===== config.mk =====
export PLATFORM = sky130hd
export DESIGN_NAME = load_store_unit
export DESIGN_NICKNAME = d
export VERILOG_FILES = /design/src/rtl/lsu_pkg.sv /design/src/rtl/lsu_align.sv /design/src/rtl/load_store_unit.sv
export SDC_FILE = /design/constraint.sdc
export NUM_CORES = 1
export LEC_CHECK = 0
export ABC_AREA = 1
export CAP_MARGIN = 30
export CORE_MARGIN = 5
export CORE_UTILIZATION = 38
export CTS_CLUSTER_SIZE = 40
export DETAILED_ROUTE_END_ITERATION = 8
export MAX_ROUTING_LAYER = met4
export SYNTH_ARGS = -nofsm -noshare
export SYNTH_HDL_FRONTEND = slang
export SYNTH_SLANG_ARGS = --single-unit

===== constraint.sdc =====
create_clock -name clk -period 17.8 [get_ports clk]
set_clock_uncertainty 0.1 [all_clocks]
set_input_delay 2.67 -clock clk [delete_from_list [all_inputs] [get_ports clk]]
set_output_delay 2.67 -clock clk [all_outputs]
set_load 0.02 [all_outputs]

===== src/rtl/lsu_pkg.sv =====
// Shared types and constants for the load/store unit.
package lsu_pkg;

  typedef enum logic [1:0] {
    ST_IDLE   = 2'b00,
    ST_ACCESS = 2'b01,
    ST_DONE   = 2'b10
  } lsu_state_t;

  // funct3[1:0] access size codes
  localparam logic [1:0] SZ_BYTE = 2'b00;
  localparam logic [1:0] SZ_HALF = 2'b01;
  localparam logic [1:0] SZ_WORD = 2'b10;
  localparam logic [1:0] SZ_DBL  = 2'b11;

  // fault_cause codes
  localparam logic [1:0] FC_NONE     = 2'b00;
  localparam logic [1:0] FC_MISALIGN = 2'b01;
  localparam logic [1:0] FC_TIMEOUT  = 2'b10;
  localparam logic [1:0] FC_ILLEGAL  = 2'b11;

  localparam int LSU_TIMEOUT_DEF = 16;

  // Byte-enable pattern for an access of the given size at lane 0
  function automatic logic [7:0] size_mask(input logic [1:0] sz);
    case (sz)
      SZ_BYTE: size_mask = 8'h01;
      SZ_HALF: size_mask = 8'h03;
      SZ_WORD: size_mask = 8'h0F;
      default: size_mask = 8'hFF;
    endcase
  endfunction

endpackage


===== src/rtl/lsu_align.sv =====
// Combinational lane steering for stores and extraction/extension for loads.
module lsu_align
  import lsu_pkg::*;
(
  input  logic [1:0]  i_st_size,
  input  logic [2:0]  i_st_off,
  input  logic [63:0] i_wdata,
  input  logic [2:0]  i_ld_funct3,
  input  logic [2:0]  i_ld_off,
  input  logic [63:0] i_rdata,
  output logic [7:0]  o_be,
  output logic [63:0] o_wdata,
  output logic [63:0] o_rdata_ext
);

  logic [7:0]  w_mask8;
  logic [63:0] w_mask64;
  logic [63:0] w_shifted;

  // Store: mask the significant LSBs, then move them into the addressed lanes
  always_comb begin
    w_mask8 = size_mask(i_st_size);
    w_mask64 = '0;
    for (int b = 0; b < 8; b++) begin
      w_mask64[b*8 +: 8] = {8{w_mask8[b]}};
    end
    o_be    = w_mask8 << i_st_off;
    o_wdata = (i_wdata & w_mask64) << {i_ld_off_unused_guard(), i_st_off, 3'b000};
  end

  function automatic logic i_ld_off_unused_guard();
    i_ld_off_unused_guard = 1'b0;
  endfunction

  // Load: bring the addressed lanes down to bit 0, then extend by size/sign
  always_comb begin
    w_shifted = i_rdata >> {i_ld_off, 3'b000};
    case (i_ld_funct3[1:0])
      SZ_BYTE: o_rdata_ext = i_ld_funct3[2] ? {56'd0, w_shifted[7:0]}
                                            : {{56{w_shifted[7]}}, w_shifted[7:0]};
      SZ_HALF: o_rdata_ext = i_ld_funct3[2] ? {48'd0, w_shifted[15:0]}
                                            : {{48{w_shifted[15]}}, w_shifted[15:0]};
      SZ_WORD: o_rdata_ext = i_ld_funct3[2] ? {32'd0, w_shifted[31:0]}
                                            : {{32{w_shifted[31]}}, w_shifted[31:0]};
      default: o_rdata_ext = w_shifted;
    endcase
  end

endmodule


===== src/rtl/load_store_unit.sv =====
// Load/store unit: one memory access at a time, with alignment/legality
// checking, an access timeout and a one-shot fault pulse per rejected request.
module load_store_unit
  import lsu_pkg::*;
#(
  parameter int TIMEOUT = LSU_TIMEOUT_DEF
) (
  input  logic        clk,
  input  logic        reset,
  input  logic        MemRead,
  input  logic        MemWrite,
  input  logic [2:0]  funct3,
  input  logic [63:0] ALUResult,
  input  logic [63:0] WriteData,
  output logic [63:0] ReadData,
  output logic        stall,
  output logic        fault,
  output logic [1:0]  fault_cause,
  output logic        mem_req,
  output logic        mem_we,
  output logic [63:0] mem_addr,
  output logic [63:0] mem_wdata,
  output logic [7:0]  mem_be,
  input  logic        mem_ack,
  input  logic [63:0] mem_rdata
);

  localparam int CW = (TIMEOUT < 2) ? 1 : $clog2(TIMEOUT);
  localparam logic [CW-1:0] TMO_LAST = CW'(TIMEOUT - 1);

  lsu_state_t  r_state, w_state_nxt;
  logic [CW-1:0] r_tmo_cnt;
  logic        r_we;
  logic [63:0] r_addr;
  logic [63:0] r_wdata;
  logic [7:0]  r_be;
  logic [2:0]  r_ld_f3;
  logic [2:0]  r_off;
  logic [63:0] r_read_data;
  logic        r_fault;
  logic [1:0]  r_fault_cause;
  logic        r_mask;
  logic [63:0] r_mask_addr;

  logic        w_req, w_illegal, w_misalign, w_masked, w_start_ok, w_reject;
  logic        w_launch, w_reject_fire, w_abort, w_load_done;
  logic [7:0]  w_be;
  logic [63:0] w_wdata, w_ld_ext;

  // Request qualification from the live pipeline inputs
  always_comb begin
    w_req     = MemRead | MemWrite;
    w_illegal = (MemRead & MemWrite) | (MemRead & (funct3 == 3'b111)) |
                (MemWrite & funct3[2]);
    case (funct3[1:0])
      SZ_HALF: w_misalign = ALUResult[0];
      SZ_WORD: w_misalign = |ALUResult[1:0];
      SZ_DBL:  w_misalign = |ALUResult[2:0];
      default: w_misalign = 1'b0;
    endcase
    w_masked   = r_mask & w_req & (ALUResult == r_mask_addr);
    w_start_ok = w_req & ~w_illegal & ~w_misalign & ~w_masked;
    w_reject   = w_req & (w_illegal | w_misalign) & ~w_masked;
  end

  lsu_align u_align (
    .i_st_size   (funct3[1:0]),
    .i_st_off    (ALUResult[2:0]),
    .i_wdata     (WriteData),
    .i_ld_funct3 (r_ld_f3),
    .i_ld_off    (r_off),
    .i_rdata     (mem_rdata),
    .o_be        (w_be),
    .o_wdata     (w_wdata),
    .o_rdata_ext (w_ld_ext)
  );

  // FSM state register
  always_ff @(posedge clk or posedge reset) begin
    if (reset) r_state <= ST_IDLE;
    else       r_state <= w_state_nxt;
  end

  // FSM next-state and combinational control
  always_comb begin
    w_state_nxt   = r_state;
    stall         = 1'b0;
    w_launch      = 1'b0;
    w_reject_fire = 1'b0;
    w_abort       = 1'b0;
    w_load_done   = 1'b0;
    case (r_state)
      ST_IDLE: begin
        if (w_start_ok) begin
          stall       = 1'b1;
          w_launch    = 1'b1;
          w_state_nxt = ST_ACCESS;
        end else if (w_reject) begin
          w_reject_fire = 1'b1;
        end
      end
      ST_ACCESS: begin
        stall = 1'b1;
        if (mem_ack) begin
          w_load_done = ~r_we;
          w_state_nxt = ST_DONE;
        end else if (r_tmo_cnt == TMO_LAST) begin
          w_abort     = 1'b1;
          w_state_nxt = ST_IDLE;
        end
      end
      ST_DONE: w_state_nxt = ST_IDLE;
      default: w_state_nxt = ST_IDLE;
    endcase
  end

  // Memory request registers, timeout counter and load result
  always_ff @(posedge clk or posedge reset) begin
    if (reset) begin
      r_we        <= 1'b0;
      r_addr      <= '0;
      r_wdata     <= '0;
      r_be        <= '0;
      r_ld_f3     <= '0;
      r_off       <= '0;
      r_tmo_cnt   <= '0;
      r_read_data <= '0;
    end else begin
      if (w_launch) begin
        r_we      <= MemWrite;
        r_addr    <= {ALUResult[63:3], 3'b000};
        r_off     <= ALUResult[2:0];
        r_ld_f3   <= funct3;
        r_be      <= w_be;
        r_wdata   <= MemWrite ? w_wdata : 64'd0;
        r_tmo_cnt <= '0;
      end else if (r_state == ST_ACCESS && !mem_ack) begin
        r_tmo_cnt <= r_tmo_cnt + CW'(1);
      end
      if (w_load_done) r_read_data <= w_ld_ext;
    end
  end

  // Fault pulse and request mask so a held bad request faults only once
  always_ff @(posedge clk or posedge reset) begin
    if (reset) begin
      r_fault       <= 1'b0;
      r_fault_cause <= FC_NONE;
      r_mask        <= 1'b0;
      r_mask_addr   <= '0;
    end else begin
      r_fault       <= w_reject_fire | w_abort;
      r_fault_cause <= w_abort ? FC_TIMEOUT :
                       w_reject_fire ? (w_illegal ? FC_ILLEGAL : FC_MISALIGN) :
                       FC_NONE;
      if (w_reject_fire || w_abort) begin
        r_mask      <= 1'b1;
        r_mask_addr <= ALUResult;
      end else if (r_mask && !(w_req && ALUResult == r_mask_addr)) begin
        r_mask <= 1'b0;
      end
    end
  end

  assign mem_req     = (r_state == ST_ACCESS);
  assign mem_we      = r_we;
  assign mem_addr    = r_addr;
  assign mem_wdata   = r_wdata;
  assign mem_be      = r_be;
  assign ReadData    = r_read_data;
  assign fault       = r_fault;
  assign fault_cause = r_fault_cause;

endmodule


==> run summary <==
==========================================================================================
Global placement routability congestion .....................................        0.909
Total global routing overflow ...............................................            0
Least-Margin Pin Slew .......................................................     0.999 ns
Drc violations ..............................................................            0
Root buf cell ............................................................... sky130_fd_sc_hd__clkbuf_16
Most frequently used flop master after synthesis ............................ sky130_fd_sc_hd__dfrtp_1
Inserted Clock Buffers ......................................................           35
Dpl hpwl ....................................................................     46000 um
Clock net sink count ........................................................          278
Achievable frequency ........................................................      106 MHz
Clock period minus worst slack ..............................................      9.48 ns
Share of the cycle needed by the critical path after routing ................        53.2%
Worst path slowest cell ..................................................... sky130_fd_sc_hd__nor2_1
Vertical die dimension ......................................................       218 um
Flops & latches, synth ......................................................          278
Sw Pwr ......................................................................      1270 uW
Nature of the critical path startpoint ......................................   input port
Instance count of the mapped netlist ........................................         2378
Arrival @ worst endpoint ....................................................      6.71 ns
Largest net degree at the start of global routing ...........................           97
Register share of total power ...............................................        32.1%
Total GRT Usage .............................................................        27.4%
Count of boundary I/O pins ..................................................          406
Cells resized by post-CTS repair ............................................            0
Sum of routed wire length over all layers ...................................     64500 um
Max-slew headroom at the worst pin ..........................................        33.3%
Number of setup violations in the final report ..............................            0
Max Fanout on Critical Path .................................................           69
Final total negative setup slack ............................................         0 ns
Worst slack, placed .........................................................      8.34 ns
Net Sw Frac .................................................................        40.7%
R2r setup slk ...............................................................     14.17 ns
Power share of the combinational group ......................................        44.2%
Post-synthesis cell type count ..............................................           37
Crit end category ...........................................................  output port
Post-detailed-route via-to-cell ratio .......................................         5.22
Worst setup path class ......................................................    in -> out
Share of flip-flops with an asynchronous set or reset .......................         100%
ANT nets after route ........................................................            0
RSZ-0062 raised after global routing ........................................           no
Max-capacitance violation count .............................................            0
X dimension of the die ......................................................       218 um
CTS H-tree depth ............................................................            2
Number of flops mapped to enable cells by yosys .............................            0
Power per cell area .........................................................  143 mW/mm^2
Area share of the largest cell type after synthesis .........................        42.4%
Largest vdd supply drop .....................................................  0.0000627 V
Area contributors post-synth ................................................ sky130_fd_sc_hd__dfrtp_1 42%, sky130_fd_sc_hd__nand2_1 19%, sky130_fd_sc_hd__nor2_1 5.9%
Final setup margin ..........................................................      8.32 ns
Final #Nets .................................................................         2864
Post-CTS Hold Buffers .......................................................            0
CTS tree ....................................................................        built
Proportion of power drawn by the clock network ..............................        23.6%
CP cell instances ........................................................... clkdlybuf4s50_1 -> buf_4 -> nor2_1 -> inv_1 -> nand3_1 -> o211ai_1 -> nor2_4 -> nand3_4 -> nand2_1 -> clkdlybuf4s50_1
Area growth, synth to finish ................................................        33.4%
Number of antenna violations at the first check in global routing ...........            4
Number of buffers on the longest clock path .................................            3
Mean cell area of the mapped netlist ........................................    6.89 um^2
Routed via count ............................................................        17100
Portion of the post-synthesis area used by sequential elements ..............        42.4%
Yosys warns .................................................................            0
Commonest cells in the netlist .............................................. 850 x sky130_fd_sc_hd__nand2_1, 278 x sky130_fd_sc_hd__dfrtp_1, 258 x sky130_fd_sc_hd__nor2_1
Total power .................................................................      3130 uW
Clock edge transition at the registers on the reported setup and hold paths .      0.05 ns
Clock latency of the later-clocked register in the worst-skew pair ..........      0.54 ns
Global-route wire length before repair ......................................     99600 um
PortBufs ....................................................................          402
Post-synthesis cell type with the largest combined area ..................... sky130_fd_sc_hd__dfrtp_1
Initial core utilization ....................................................        38.2%
FP Rows .....................................................................           76
Kind of path behind the tightest hold check .................................   reg -> reg
Internal Power ..............................................................      1860 uW
Core region area ............................................................  0.0429 mm^2
Number of violations reported at the end of detailed-routing iteration 0 ....         1710
Worst endpoint required time ................................................     15.03 ns
Post-Syn Area ...............................................................  0.0164 mm^2
Routed len/inst .............................................................      19.7 um
First-pass detailed-route iteration total ...................................            5
Slowest stage delay, CP .....................................................      0.68 ns
Final Max Tran Viols ........................................................            0
Leakage Power ...............................................................    0.0104 uW
Number of hold violations in the final report ...............................            0
Vias in the first global route ..............................................        16700
CP dominant cell by count ................................................... sky130_fd_sc_hd__clkdlybuf4s50_1
Result of the run ...........................................................    completed
Number of buffers added for setup after CTS .................................            0
Most frequent cell after synthesis .......................................... sky130_fd_sc_hd__nand2_1
Share of cells above drive strength 1 .......................................        4.54%
Area of the die .............................................................  0.0474 mm^2
==========================================================================================
routing by layer:
layer	GRT usage (%)	vias to the layer above	wire length (um)
li1	-	8317	-
met1	35.6	8101	27700
met2	43.6	592	30600
met3	4.54	117	3580
met4	10.1	0	2610
met5	-	-	0
layout make-up:
cell class,instances,area [um^2]
tap,585,732
clock buffer,49,1040
inverter,132,503
antenna,5,12.5
multi-input combinational,1784,8130
clock inverter,14,163
sequential,278,6960
timing repair buffer,432,4330
fill,4262,21000
worst max-delay path: cells and delay by family:
kind | cells | cell delay [ns]
AND/OR/NAND/NOR | 5 | 2.00
buffers and inverters | 4 | 1.77
AO/OA/AOI/OAI | 1 | 0.22
flip-flops by register name, indices dropped and copies added (netlist names), 2 cells and up:
register     flops
r_tmo_cnt        4
mem_wdata       64
r_off            3
mem_addr        61
r_ld_f3          3
r_mask_addr     64
r_state          2
mem_be           8
ReadData        64
fault_cause      2
cells in the final DEF (no fill, tap or decap), types with 8 or more instances in the layout:
master / instances
sky130_fd_sc_hd__nand2_1: 849
sky130_fd_sc_hd__clkdlybuf4s50_1: 401
sky130_fd_sc_hd__dfrtp_1: 278
sky130_fd_sc_hd__nor2_1: 257
sky130_fd_sc_hd__o21ai_0: 180
sky130_fd_sc_hd__nand3_1: 158
sky130_fd_sc_hd__nand4_1: 142
sky130_fd_sc_hd__inv_1: 125
sky130_fd_sc_hd__a21oi_1: 41
sky130_fd_sc_hd__clkbuf_16: 36
sky130_fd_sc_hd__xnor2_1: 34
sky130_fd_sc_hd__o211ai_1: 32
sky130_fd_sc_hd__buf_4: 25
sky130_fd_sc_hd__a211oi_1: 17
sky130_fd_sc_hd__or2_2: 16
sky130_fd_sc_hd__nor3_1: 13
sky130_fd_sc_hd__a31oi_1: 11
sky130_fd_sc_hd__clkbuf_8: 9
sky130_fd_sc_hd__clkinv_2: 8
power by group through the flow:
stage	Combinational [uW]	Sequential, uW	Clock, uW
after detailed placement	1390	1010	0
after global placement	1370	1010	0
after global routing	1510	1030	785
after floorplan	605	1170	0
final	1380	1010	740
after CTS	1390	1010	758
cell families after synthesis:
group           synth area share (%)
simple gates                    37.2
buf+inv                         8.26
compound gates                  9.73
flops                           42.4
xor+xnor                        1.92
mux                            0.374
fa+ha+maj                     0.0763
other cells                   0.0229
through the flow:
| stage | area (um^2) | util (%) | hold slack, ns | std cells |
|---|---|---|---|---|
| finish | 21900 | 51.0 | 0.366 | 3279 |
| global route | 21900 | 51.0 | 0.383 | 3278 |
| CTS | 21800 | 50.8 | 0.371 | 3272 |
| detailed placement | 20600 | 48.0 | 0.357 | 3209 |
| global placement | 20500 | 47.9 | 0.355 | 3206 |
| floorplan | 16400 | - | 0.364 | 2380 |
worst paths after layout:
path | startpoint | depth (start not counted) | end
worst min-delay path | mem_addr[26] | 2 | mem_addr[26]
max in group asynchronous | reset | 5 | mem_wdata[43]
worst max-delay path | ALUResult[1] | 10 | stall
min in group asynchronous | reset | 2 | mem_addr[25]
worst min register to register | mem_addr[26] | 2 | mem_addr[26]
worst max register to register | r_off[0] | 12 | ReadData[36]
No activity file was read; power rests on OpenSTA's default activity.
